File: src/rtl/spy_readout_if.sv
// Word stream leaving the spy readout engine: one event per burst, last word flagged.
interface spy_stream_if #(
    parameter int DATA_WIDTH = 64
);
    logic [DATA_WIDTH:0] out_data;
    logic                out_valid;
    logic                out_last;
    logic                out_ready;

    modport master (output out_data, output out_valid, output out_last, input out_ready);
    modport slave  (input out_data, input out_valid, input out_last, output out_ready);
endinterface

File: src/rtl/spy_readout.sv
// Walks the frozen spy event list from oldest slot to newest and streams each
// complete event's words out of spy memory as one valid/ready burst.
module spy_readout #(
    parameter int DATA_WIDTH = 64,
    parameter int MEM_WIDTH  = 7,
    parameter int META_SIZE  = 16,
    parameter int META_WIDTH = 4
) (
    input  logic                  clock,
    input  logic                  reset,
    input  logic                  freeze,
    input  logic                  start,
    input  logic [META_WIDTH-1:0] meta_write_addr,
    output logic                  meta_read_enable,
    output logic [META_WIDTH-1:0] meta_read_addr,
    input  logic [MEM_WIDTH:0]    meta_read_data,
    output logic                  spy_read_enable,
    output logic [MEM_WIDTH-1:0]  spy_read_addr,
    input  logic [DATA_WIDTH:0]   spy_data,
    spy_stream_if.master          out_if,
    output logic                  busy,
    output logic                  done,
    output logic                  aborted,
    output logic [META_WIDTH:0]   event_count
);
    typedef enum logic [2:0] {
        IDLE, META_RD, META_WAIT, DATA_RD, DATA_WAIT, HOLD, FINISH
    } state_t;

    localparam logic [META_WIDTH:0] SCAN_LIMIT = (META_WIDTH+1)'(META_SIZE);

    state_t                state_q, state_d;
    logic [META_WIDTH-1:0] slot_q, slot_d;
    logic [META_WIDTH:0]   scanned_q, scanned_d;
    logic                  have_boundary_q, have_boundary_d;
    logic [MEM_WIDTH-1:0]  prev_end_q, prev_end_d;
    logic [MEM_WIDTH-1:0]  rd_ptr_q, rd_ptr_d;
    logic [MEM_WIDTH-1:0]  ev_end_q, ev_end_d;
    logic [META_WIDTH:0]   event_count_q, event_count_d;
    logic [DATA_WIDTH:0]   out_data_q, out_data_d;
    logic                  out_valid_q, out_valid_d;
    logic                  out_last_q, out_last_d;
    logic                  meta_re_q, meta_re_d;
    logic [META_WIDTH-1:0] meta_addr_q, meta_addr_d;
    logic                  spy_re_q, spy_re_d;
    logic [MEM_WIDTH-1:0]  spy_addr_q, spy_addr_d;
    logic                  done_q, done_d;
    logic                  aborted_q, aborted_d;
    logic                  advance;

    logic                  entry_valid;
    logic [MEM_WIDTH-1:0]  entry_end;

    assign entry_valid = meta_read_data[MEM_WIDTH];
    assign entry_end   = meta_read_data[MEM_WIDTH-1:0];

    always_comb begin
        state_d         = state_q;
        slot_d          = slot_q;
        scanned_d       = scanned_q;
        have_boundary_d = have_boundary_q;
        prev_end_d      = prev_end_q;
        rd_ptr_d        = rd_ptr_q;
        ev_end_d        = ev_end_q;
        event_count_d   = event_count_q;
        out_data_d      = out_data_q;
        out_valid_d     = out_valid_q;
        out_last_d      = out_last_q;
        meta_re_d       = 1'b0;
        meta_addr_d     = meta_addr_q;
        spy_re_d        = 1'b0;
        spy_addr_d      = spy_addr_q;
        done_d          = 1'b0;
        aborted_d       = 1'b0;
        advance         = 1'b0;

        // Losing freeze means the memories may be overwritten: drop everything, even a pending handshake.
        if (state_q != IDLE && !freeze) begin
            state_d     = IDLE;
            out_valid_d = 1'b0;
            out_last_d  = 1'b0;
            aborted_d   = 1'b1;
        end else begin
            case (state_q)
                IDLE: begin
                    if (start && freeze) begin
                        slot_d          = meta_write_addr;
                        scanned_d       = '0;
                        have_boundary_d = 1'b0;
                        event_count_d   = '0;
                        meta_re_d       = 1'b1;
                        meta_addr_d     = meta_write_addr;
                        state_d         = META_RD;
                    end
                end
                META_RD: state_d = META_WAIT;
                META_WAIT: begin
                    // The first valid entry only marks where the next event begins; its own start may be overwritten.
                    if (!entry_valid || !have_boundary_q || entry_end == prev_end_q) begin
                        if (entry_valid && !have_boundary_q) begin
                            prev_end_d      = entry_end;
                            have_boundary_d = 1'b1;
                        end
                        advance = 1'b1;
                    end else begin
                        rd_ptr_d   = prev_end_q + MEM_WIDTH'(1);
                        ev_end_d   = entry_end;
                        prev_end_d = entry_end;
                        spy_re_d   = 1'b1;
                        spy_addr_d = prev_end_q + MEM_WIDTH'(1);
                        state_d    = DATA_RD;
                    end
                end
                DATA_RD: state_d = DATA_WAIT;
                DATA_WAIT: begin
                    out_data_d  = spy_data;
                    out_valid_d = 1'b1;
                    out_last_d  = (rd_ptr_q == ev_end_q);
                    state_d     = HOLD;
                end
                HOLD: begin
                    if (out_if.out_ready) begin
                        out_valid_d = 1'b0;
                        out_last_d  = 1'b0;
                        if (out_last_q) begin
                            event_count_d = event_count_q + (META_WIDTH+1)'(1);
                            advance       = 1'b1;
                        end else begin
                            rd_ptr_d   = rd_ptr_q + MEM_WIDTH'(1);
                            spy_re_d   = 1'b1;
                            spy_addr_d = rd_ptr_q + MEM_WIDTH'(1);
                            state_d    = DATA_RD;
                        end
                    end
                end
                FINISH: begin
                    done_d  = 1'b1;
                    state_d = IDLE;
                end
                default: state_d = IDLE;
            endcase

            if (advance) begin
                slot_d    = slot_q + META_WIDTH'(1);
                scanned_d = scanned_q + (META_WIDTH+1)'(1);
                if (scanned_q + (META_WIDTH+1)'(1) == SCAN_LIMIT) begin
                    state_d = FINISH;
                end else begin
                    meta_re_d   = 1'b1;
                    meta_addr_d = slot_q + META_WIDTH'(1);
                    state_d     = META_RD;
                end
            end
        end
    end

    always_ff @(posedge clock or negedge reset) begin
        if (!reset) begin
            state_q         <= IDLE;
            slot_q          <= '0;
            scanned_q       <= '0;
            have_boundary_q <= 1'b0;
            prev_end_q      <= '0;
            rd_ptr_q        <= '0;
            ev_end_q        <= '0;
            event_count_q   <= '0;
            out_data_q      <= '0;
            out_valid_q     <= 1'b0;
            out_last_q      <= 1'b0;
            meta_re_q       <= 1'b0;
            meta_addr_q     <= '0;
            spy_re_q        <= 1'b0;
            spy_addr_q      <= '0;
            done_q          <= 1'b0;
            aborted_q       <= 1'b0;
        end else begin
            state_q         <= state_d;
            slot_q          <= slot_d;
            scanned_q       <= scanned_d;
            have_boundary_q <= have_boundary_d;
            prev_end_q      <= prev_end_d;
            rd_ptr_q        <= rd_ptr_d;
            ev_end_q        <= ev_end_d;
            event_count_q   <= event_count_d;
            out_data_q      <= out_data_d;
            out_valid_q     <= out_valid_d;
            out_last_q      <= out_last_d;
            meta_re_q       <= meta_re_d;
            meta_addr_q     <= meta_addr_d;
            spy_re_q        <= spy_re_d;
            spy_addr_q      <= spy_addr_d;
            done_q          <= done_d;
            aborted_q       <= aborted_d;
        end
    end

    assign meta_read_enable = meta_re_q;
    assign meta_read_addr   = meta_addr_q;
    assign spy_read_enable  = spy_re_q;
    assign spy_read_addr    = spy_addr_q;
    assign out_if.out_data  = out_data_q;
    assign out_if.out_valid = out_valid_q;
    assign out_if.out_last  = out_last_q;
    assign busy             = (state_q != IDLE);
    assign done             = done_q;
    assign aborted          = aborted_q;
    assign event_count      = event_count_q;
endmodule
File: src/flat_wrapper.sv
// flat-port wrapper written by rule: the top's interface ports become plain ports
module spy_readout_flat 
#(
    parameter int DATA_WIDTH = 64,
    parameter int MEM_WIDTH  = 7,
    parameter int META_SIZE  = 16,
    parameter int META_WIDTH = 4
)
  (clock, reset, freeze, start, meta_write_addr, meta_read_enable, meta_read_addr, meta_read_data, spy_read_enable, spy_read_addr, spy_data, busy, done, aborted, event_count, out_if_out_data, out_if_out_valid, out_if_out_last, out_if_out_ready);
  spy_stream_if #(.DATA_WIDTH(DATA_WIDTH)) out_if_i ();
  input  logic clock;
  input  logic reset;
  input  logic freeze;
  input  logic start;
  input  logic [META_WIDTH-1:0] meta_write_addr;
  output logic meta_read_enable;
  output logic [META_WIDTH-1:0] meta_read_addr;
  input  logic [MEM_WIDTH:0] meta_read_data;
  output logic spy_read_enable;
  output logic [MEM_WIDTH-1:0] spy_read_addr;
  input  logic [DATA_WIDTH:0] spy_data;
  output logic busy;
  output logic done;
  output logic aborted;
  output logic [META_WIDTH:0] event_count;
  output wire logic [$bits(out_if_i.out_data)-1:0] out_if_out_data;
  output wire logic [$bits(out_if_i.out_valid)-1:0] out_if_out_valid;
  output wire logic [$bits(out_if_i.out_last)-1:0] out_if_out_last;
  input wire logic [$bits(out_if_i.out_ready)-1:0] out_if_out_ready;
  assign out_if_out_data = out_if_i.out_data;
  assign out_if_out_valid = out_if_i.out_valid;
  assign out_if_out_last = out_if_i.out_last;
  assign out_if_i.out_ready = out_if_out_ready;
  spy_readout #(.DATA_WIDTH(DATA_WIDTH), .MEM_WIDTH(MEM_WIDTH), .META_SIZE(META_SIZE), .META_WIDTH(META_WIDTH)) u_core (.clock(clock), .reset(reset), .freeze(freeze), .start(start), .meta_write_addr(meta_write_addr), .meta_read_enable(meta_read_enable), .meta_read_addr(meta_read_addr), .meta_read_data(meta_read_data), .spy_read_enable(spy_read_enable), .spy_read_addr(spy_read_addr), .spy_data(spy_data), .out_if(out_if_i), .busy(busy), .done(done), .aborted(aborted), .event_count(event_count));
endmodule
File: config.mk
export PLATFORM = sky130hd
export DESIGN_NAME = spy_readout_flat
export DESIGN_NICKNAME = d
export VERILOG_FILES = /design/src/rtl/spy_readout_if.sv /design/src/rtl/spy_readout.sv /design/src/flat_wrapper.sv
export SDC_FILE = /design/constraint.sdc
export NUM_CORES = 1
export LEC_CHECK = 0
export ABC_CLOCK_PERIOD_IN_PS = 2600
export BUFFER_PORTS_ARGS = -buffer_cell sky130_fd_sc_hd__buf_2
export CORE_ASPECT_RATIO = 0.6
export CORE_UTILIZATION = 46
export DETAILED_ROUTE_END_ITERATION = 6
export GPL_TIMING_DRIVEN = 0
export MAX_ROUTING_LAYER = met4
export PLACE_DENSITY = 0.73
export RECOVER_POWER = 25
export SETUP_SLACK_MARGIN = 0.15
export SLEW_MARGIN = 20
export SYNTH_ARGS = -nofsm -noshare
export SYNTH_HDL_FRONTEND = slang
export SYNTH_SLANG_ARGS = --single-unit
File: constraint.sdc
create_clock -name clock -period 2.6 [get_ports clock]
set_clock_uncertainty 0.05 [all_clocks]
set_input_delay 0.39 -clock clock [delete_from_list [all_inputs] [get_ports clock]]
set_output_delay 0.39 -clock clock [all_outputs]
set_load 0.01 [all_outputs]
==> results of run 1 <==
## cell families (layout without fill, tap and decap cells)
| group | count (synthesis) | count (layout) |
|---|---|---|
| and+or+nand+nor | 130 | 130 |
| DFF | 114 | 114 |
| muxes | 77 | 77 |
| AOI/OAI and AO/OA | 74 | 74 |
| buffers and inverters | 38 | 242 |
| xor gates and xnor gates | 19 | 19 |
| adders and majority gates | 4 | 4 |
## worst max-delay path by stage
stage                                                   to  slack, ns                           from
global route                u_core.rd_ptr_q[6]$_DFFE_PN0P_       0.13  u_core.state_q[0]$_DFFE_PN0P_
floorplan                   u_core.rd_ptr_q[6]$_DFFE_PN0P_       0.47  u_core.state_q[0]$_DFFE_PN0P_
global placement    u_core.out_if.out_data[10]$_DFFE_PN0P_      -0.22                          reset
finish                      u_core.rd_ptr_q[6]$_DFFE_PN0P_       0.23  u_core.state_q[0]$_DFFE_PN0P_
CTS                         u_core.rd_ptr_q[6]$_DFFE_PN0P_       0.22  u_core.state_q[0]$_DFFE_PN0P_
detailed placement          u_core.rd_ptr_q[6]$_DFFE_PN0P_      -0.01  u_core.state_q[0]$_DFFE_PN0P_
## state kept, by name, summed over array words and instances (netlist names)
register,flops
u_core.spy_read_enable,1
u_core.event_count,5
u_core.aborted,1
u_core.slot_q,4
u_core.done,1
u_core.out_if.out_last,1
u_core.prev_end_q,7
u_core.scanned_q,5
u_core.state_q,3
u_core.rd_ptr_q,7
u_core.ev_end_q,7
u_core.meta_read_addr,4
u_core.out_if.out_valid,1
u_core.out_if.out_data,65
u_core.have_boundary_q,1
u_core.meta_read_enable,1
## cell usage after synthesis (5+ instances only)
library cell	count	share of area, %
a21oi_1	18	1.7
a221oi_1	5	0.83
and3_1	5	0.59
buf_2	12	1.1
clkbuf_1	11	0.79
dfrtp_1	114	54
inv_1	15	1.1
mux2_2	74	16
nand2_1	52	3.7
nand3_1	12	1.1
nand4_1	8	0.95
nor2_1	25	1.8
nor3_1	8	0.76
o211ai_1	5	0.71
o21ai_0	8	0.76
xnor2_1	6	1.0
xor2_1	13	2.2
## through the flow
| stage | area, µm² | hold slack [ns] | cells |
|---|---|---|---|
| floorplan | 5260 | 0.0444 | 456 |
| global placement | 6280 | 0.433 | 764 |
| detailed placement | 6310 | 0.246 | 765 |
| CTS | 6990 | 0.146 | 799 |
| global route | 6990 | 0.149 | 799 |
| finish | 6990 | 0.151 | 799 |
## layout make-up
cell class	count	area [µm²]	area share [%]
buffer	23	106	1.52
clock buffer	20	457	6.54
clock inverter	12	204	2.92
inverter	15	56.3	0.806
multi-input combinational	304	2260	32.3
sequential	114	2850	40.8
tap	139	174	2.49
timing repair buffer	172	877	12.6
## metal layers
layer  GRT usage (%)  routed length (µm)  vias to the layer above
met5               -                   0                        -
met4            9.89                 213                        0
met3            7.00                1010                       23
met2            40.2                6720                      207
met1            34.5                6500                     2227
li1                -                   -                     2021
## worst reg2reg max path: stages (launching register included)
cell      delay, ns
dfrtp_1        0.50
clkbuf_4       0.27
nand3b_1       0.13
clkbuf_2       0.23
nand2_1        0.10
nand2_1        0.07
ha_1           0.20
clkbuf_2       0.19
o2111a_1       0.18
o21ai_0        0.19
o211ai_1       0.12
## timing repair
item | in CTS | in global routing
endpoints found under the setup margin | 42 | 41
endpoints found under the hold margin | 30 | 0
gates resized for setup | 2 | 5
hold buffers | 1 | 0
buffers inserted | 1 | 0
pin swaps | 1 | 0
## where the power goes
part,internal [mW],switching (mW)
logic,1.42,1.54
registers,2.51,0.526
clock network,1.76,0.852
total,5.69,2.92
==> results, run 1 <==
- The peak fanout along the critical path is 10.
- After detailed routing, the number of vias per cell comes to 5.60.
- In the synthesized netlist the async set-or-reset flop fraction comes to 100%.
- The final period demand of the worst path is 2.37 ns.
- Summed over all nets, the half-perimeter wirelength after detailed placement is 10,200 µm.
- The I/O pin total is 170.
- Once detail routing completed, the nets flagged for antenna violations numbered 0.
- The mean area per synthesized cell is 11.5 µm².
- The delay of the slowest critical-path stage is 0.50 ns.
- The hold-critical path endpoint is u_core.out_if.out_data[61]$_DFFE_PN0P_.
- At the pin with the least slew margin, the transition time is 1.14 ns.
- The capture instance of the worst register-to-register path is u_core.rd_ptr_q[6]$_DFFE_PN0P_.
- The top cell types in the final layout, fill and taps aside, are buf_2 (178), dfrtp_1 (114), mux2_2 (74).
- The congestion estimate from routability-driven global placement came to 0.911.
- Summed over all failing endpoints, the final setup total negative slack is 0 ns.
- Once the floorplan was initialized, standard cells occupied 48.5% of the core.
- The static power due to leakage is 3.46 nW.
- The critical path goes through clkbuf_4 -> nand3b_1 -> clkbuf_2 -> nand2_1 -> nand2_1 -> ha_1 -> clkbuf_2 -> o2111a_1 -> o21ai_0 -> o211ai_1.
- Compared with the post-synthesis result, the final layout area differs by 32.8%.
- Summing the areas of all compound-gate instances in the mapped netlist gives 10.2% of the synthesized area.
- Measured along the x axis, the die boundary spans 140 µm.
- STA classifies the critical path endpoint as a register.
- The start-to-end type of the worst setup path is reg2reg.
- The clock passes through at most 2 buffers.
- The total power per unit cell area is 1230 nW/µm².
- The count of buffers inserted at the top-level ports is 169.
- The number of levels the H-tree was split into is 4.
- The worst-case IR drop observed on VDD is 0.624 mV.
- Buffers inserted during clock tree synthesis total 17.
- Derived from the worst setup path, the maximum achievable clock frequency is 0.422 GHz.
- Data on the critical path arrives at its endpoint at 2.59 ns.
- In this run the tightest slew margin relative to its limit is 24.0%.
- The count of endpoints failing setup in the final report is 0.
- The register bit count reported by yosys is 114.
- After detailed routing, the number of remaining DRC violations is 0.
- The layout has 880 filler cells.
- The worst register-to-register path has a setup slack of 0.23 ns.
- The depth of the worst register-to-register path is 10.
- The area of the die is 11,900 µm².
- STA puts the critical path data required time at 2.82 ns.
- The per-cell routed wire length is 18.1 µm.
- In this run, synthesis inferred 0 flip-flops with an integrated enable.
- In this run the cell area of the synthesized design comes to 5260 µm².
- The startpoint of the worst hold path is spy_data[61].
- TritonCTS built the clock tree.
- The net count of the finished layout is 733.
- The number of max-slew violations in the final report was 0.
- The sink count of the clock tree is 114.
- The simple-gate portion of the synthesized area is 12.0%.
- The run finished with clean final reports.
- The detailed router's first-iteration violation count is 213.
- Global routing finished with a remaining overflow of 0.
- The post-synthesis instance total is 456.
- The overall die height is 84.8 µm.
- Across the run, the number of max-cap violations was 0.
- The path length in cells of the critical path is 10.
- Before CTS, the worst setup slack after placement is -0.00960 ns.
- The largest family of logic cells by synthesized area is multiplexers.
- The row count is 29.
- The buffer cell driving the clock tree root is clkbuf_16.
- The register clock-pin slew on the reported worst setup and hold paths is 0.06 ns.
- The number of library cell types mapped by synthesis is 54.
- The count of cells along the worst hold path is 2.
- The area of the placeable core is 10,800 µm².
- The first global-routing pass estimated 23,500 µm of wire.
- The via count is 4,478.
- The all-layer global routing usage is 26.5%.
- The number of global-route vias before repair came to 4,664.
- The XOR/XNOR share of the synthesized area is 3.16%.
- The proportion of synthesized area in mux cells is 16.4%.
- The gate family responsible for the most delay along the worst path is buffers and inverters.
- The most used flip-flop cell after synthesis is dfrtp_1.
- The total iterations of the first detailed-routing run is 5.
- Leaving out fill and tap cells, the most frequent cell in the layout is buf_2.
- The final wirelength is 14,400 µm.
- The number of warnings issued by yosys is 0.
- The worst register-to-register path begins at u_core.state_q[0]$_DFFE_PN0P_.
- Synthesis produced a netlist with a net count of 542.
- Cells with a size suffix above 1 make up 45.0% of the layout.
- The synthesized netlist devotes 0.952% of its cell area to adder and majority cells.
- In this run the worst hold path is classified as in2reg.
- The startpoint type of the worst setup path is a register.
- The clock reaches the later pin of the worst-skew pair after 0.41 ns.
- The sequential-to-total area share from yosys stat is 54.2%.
- Entering global routing, the biggest net connects 85 pins.
- Setup repair after global routing could not meet its margin everywhere.
- The sum of buffers and inverters on the critical path is 3.
- The total count of hold-check failures in the final report was 0.
- The number of antenna violations at the first check in global routing is 0.
- In the post-route analysis, the smallest setup slack over all paths is 0.230 ns.
- The final critical path takes up 91.2% of the cycle.
- After layout, the design draws a total of 8.61 mW.
- Cells fill 64.4% of the core in the end.
- The number of antenna cells inserted is 0.
- The standard cell with the maximum stage delay on the critical path is dfrtp_1.
Power figures use the tool's default switching activity.
==> run 2, diff against run 1 <==
CORE_UTILIZATION = 42   (was 46)
GPL_TIMING_DRIVEN = not set   (was 0)
PLACE_DENSITY = 0.68   (was 0.73)
==> results, run 2 (synthesis gave the netlist of run 1 again) <==
- The per-cell routed wire length is 16.4 µm (was 18.1 µm).
- The placement-stage cell area came to 6320 µm² (was 6310 µm²).
- The total iterations of the first detailed-routing run is 6 (was 5).
- The timing-limited maximum frequency was 0.446 GHz (was 0.422 GHz).
- The global-route wire length before repair is 20,700 µm (was 23,500 µm).
- The pin slew with the least headroom to its limit is 1.55 ns (was 1.14 ns).
- The total count of hold-check failures in the final report came to 0 (unchanged).
- The count of buffers inserted at the top-level ports is 169 (unchanged).
- The all-layer global routing usage was 21.5% (was 26.5%).
- The routability-driven placement congestion ratio was 0.911 (about the same).
- The internal power is 5.21 mW (was 5.69 mW).
- The number of levels the H-tree was split into is 4 (unchanged).
- Unrepaired setup endpoints after global routing: no (was yes).
- The total of max-cap violations was 1 (was 0).
- The sink count of the clock tree was 114 (unchanged).
- The number of nets in the final layout came to 718 (was 733).
- The number of global-route vias before repair was 4,016 (was 4,664).
- The required time at the endpoint of the critical path was 2.84 ns (was 2.82 ns).
- The part of the power in combinational logic is 35.2% (was 34.4%).
- The count of endpoints failing setup in the final report is 0 (unchanged).
- The overall die height is 88.7 µm (was 84.8 µm).
- The core occupancy in the finished layout is 56.7% (was 64.4%).
- The flip-flop count of the largest register after layout is 65 (unchanged).
- The leftover overflow at the end of global routing is 0 (unchanged).
- The number of max-slew violations in the final report is 115 (was 0).
- The largest net degree at the start of global routing is 115 (was 85).
- The post-detailed-route count of antenna-violating nets is 0 (unchanged).
- The kind of end point of the critical path was a register (unchanged).
- The hold slack is 0.158 ns (was 0.151 ns).
- The final wirelength is 13,300 µm (was 14,400 µm).
- The area of the die was 13,000 µm² (was 11,900 µm²).
- The switching portion of total power was 35.9% (was 33.9%).
- The peak fanout along the critical path is 17 (was 10).
- The horizontal die dimension is 146 µm (was 140 µm).
- The number of antenna violations at the first check in global routing is 1 (was 0).
- The worst-case vdd ir drop is 0.704 mV (was 0.624 mV).
- The register clock-pin slew on the reported worst setup and hold paths came to 0.06 ns (about the same).
- The total power per unit cell area is 1180 nW/µm² (was 1230 nW/µm²).
- The buffer cell driving the clock tree root is clkbuf_16 (unchanged).
- The area of the placeable core is 12,100 µm² (was 10,800 µm²).
- The reported net switching power is 2.92 mW (about the same).
- The clock tree from TritonCTS is done (unchanged).
- The maximum buffer depth of the clock tree is 2 (unchanged).
- The row count is 31 (was 29).
- The vias per cell was 5.24 (was 5.60).
- The most common cell after layout, fill and taps aside is buf_2 (unchanged).
- Outcome: finished, violations left (was complete, no violations).
- Commonest non-fill, non-tap cells in the layout: buf_2 (168), dfrtp_1 (114), mux2_2 (74) (was buf_2 (178), dfrtp_1 (114), mux2_2 (74)).
- The placed cell count is 776 (was 765).
- The number of buffers created by CTS came to 17 (unchanged).
- The start-to-end type of the worst setup path is reg2reg (unchanged).
- The via count came to 4,253 (was 4,478).
- The class of the worst hold path is in2reg (unchanged).
- The portion of the clock cycle consumed by the worst path in the final layout was 86.3% (was 91.2%).
- The final instance area is 6890 µm² (was 6990 µm²).
- The arrival time reported for the critical path endpoint is 2.48 ns (was 2.59 ns).
- The final period demand of the worst path is 2.24 ns (was 2.37 ns).
- The multi-input combinational cell area is 2260 µm² (about the same).
- The combined flip-flop and latch cell area came to 2850 µm² (unchanged).
- The DRC violation count after routing is 0 (unchanged).
- The static power due to leakage is 3.38 nW (was 3.46 nW).
- The area growth from synthesis to final layout is 31.0% (was 32.8%).
- The clock network latency to the later pin of the worst-skew pair was 0.40 ns (was 0.41 ns).
- The effective utilization at floorplan came to 43.3% (was 48.5%).
- The final-layout setup total negative slack is 0 ns (unchanged).
- The worst max-slew margin expressed relative to the limit is -3.41% (was 24.0%).
- The fraction of layout instances using a drive strength above 1 was 45.6% (was 45.0%).
- The detailed router's first-iteration violation count was 243 (was 213).
- The part of the total power dissipated in sequential elements is 38.1% (was 35.3%).
- The clock power share is 26.7% (was 30.3%).
- The final non-filler cell total is 811 (was 799).
- The I/O pin total is 170 (unchanged).
- The startpoint type of the worst setup path is a register (unchanged).
- The checks that failed: max-capacitance violations, max-slew violations.
- The count of fill cells added during filler insertion is 1,046 (was 880).
- The detailed-placement wirelength estimate is 9490 µm (was 10,200 µm).
run 2: layout make-up:
class,instances,area share (%)
well taps,165,3.00
clock inverters,14,1.69
flip-flops and latches,114,41.4
inverters,15,0.872
diodes,1,0.0363
clock buffers,18,6.37
multi-input cells,304,32.7
repair buffers,180,13.9
run 2: per-stage QoR:
step / power (mW) / worst slack (ns)
6_report: 8.13 / 0.356
3_3_place_gp: 5.85 / 0.375
2_1_floorplan: 4.78 / 0.468
5_1_grt: 8.63 / 0.179
3_5_place_dp: 5.94 / 0.284
4_1_cts: 8.16 / 0.285
run 2: timing repair:
action | 4_1_cts | 5_1_grt
setup endpoints to repair | 0 | 2
setup buffers | 0 | 2
resized for setup | 0 | 2
hold buffers | 0 | 0
run 2: final timing paths:
path,from,end,slack [ns],cells past startpoint
max,u_core.state_q[2]$_DFFE_PN0P_,u_core.rd_ptr_q[1]$_DFFE_PN0P_,0.36,6
min,spy_data[43],u_core.out_if.out_data[43]$_DFFE_PN0P_,0.16,2
max reg2reg,u_core.state_q[2]$_DFFE_PN0P_,u_core.rd_ptr_q[1]$_DFFE_PN0P_,0.36,6
min reg2reg,u_core.out_if.out_data[45]$_DFFE_PN0P_,u_core.out_if.out_data[45]$_DFFE_PN0P_,0.45,1
max in group asynchronous,reset,u_core.out_if.out_data[35]$_DFFE_PN0P_,1.08,2
min in group asynchronous,reset,u_core.spy_read_enable$_DFF_PN0_,0.40,2
run 2: critical path: stages, from the launching register on:
cell and delay [ns]:
dfrtp_1 0.55, nor2b_1 0.32, nand4_1 0.17, a21oi_1 0.39, nor2_1 0.12, inv_1 0.17
mux2_2 0.35
run 2: power groups by stage:
stage | Clock [mW] | Combinational (mW) | Sequential [mW]
after floorplan | 0 | 1.54 | 3.25
after global placement | 0 | 2.79 | 3.06
after detailed placement | 0 | 2.85 | 3.09
after CTS | 2.22 | 2.85 | 3.09
after global routing | 2.30 | 3.13 | 3.20
final | 2.17 | 2.86 | 3.10
run 2: per-layer routing:
metal  share of wire [%]  track usage (%)
met1                  46             28.7
met2                  46             31.3
met3                 7.5             7.32
met4                0.81             5.59
met5                   0                -
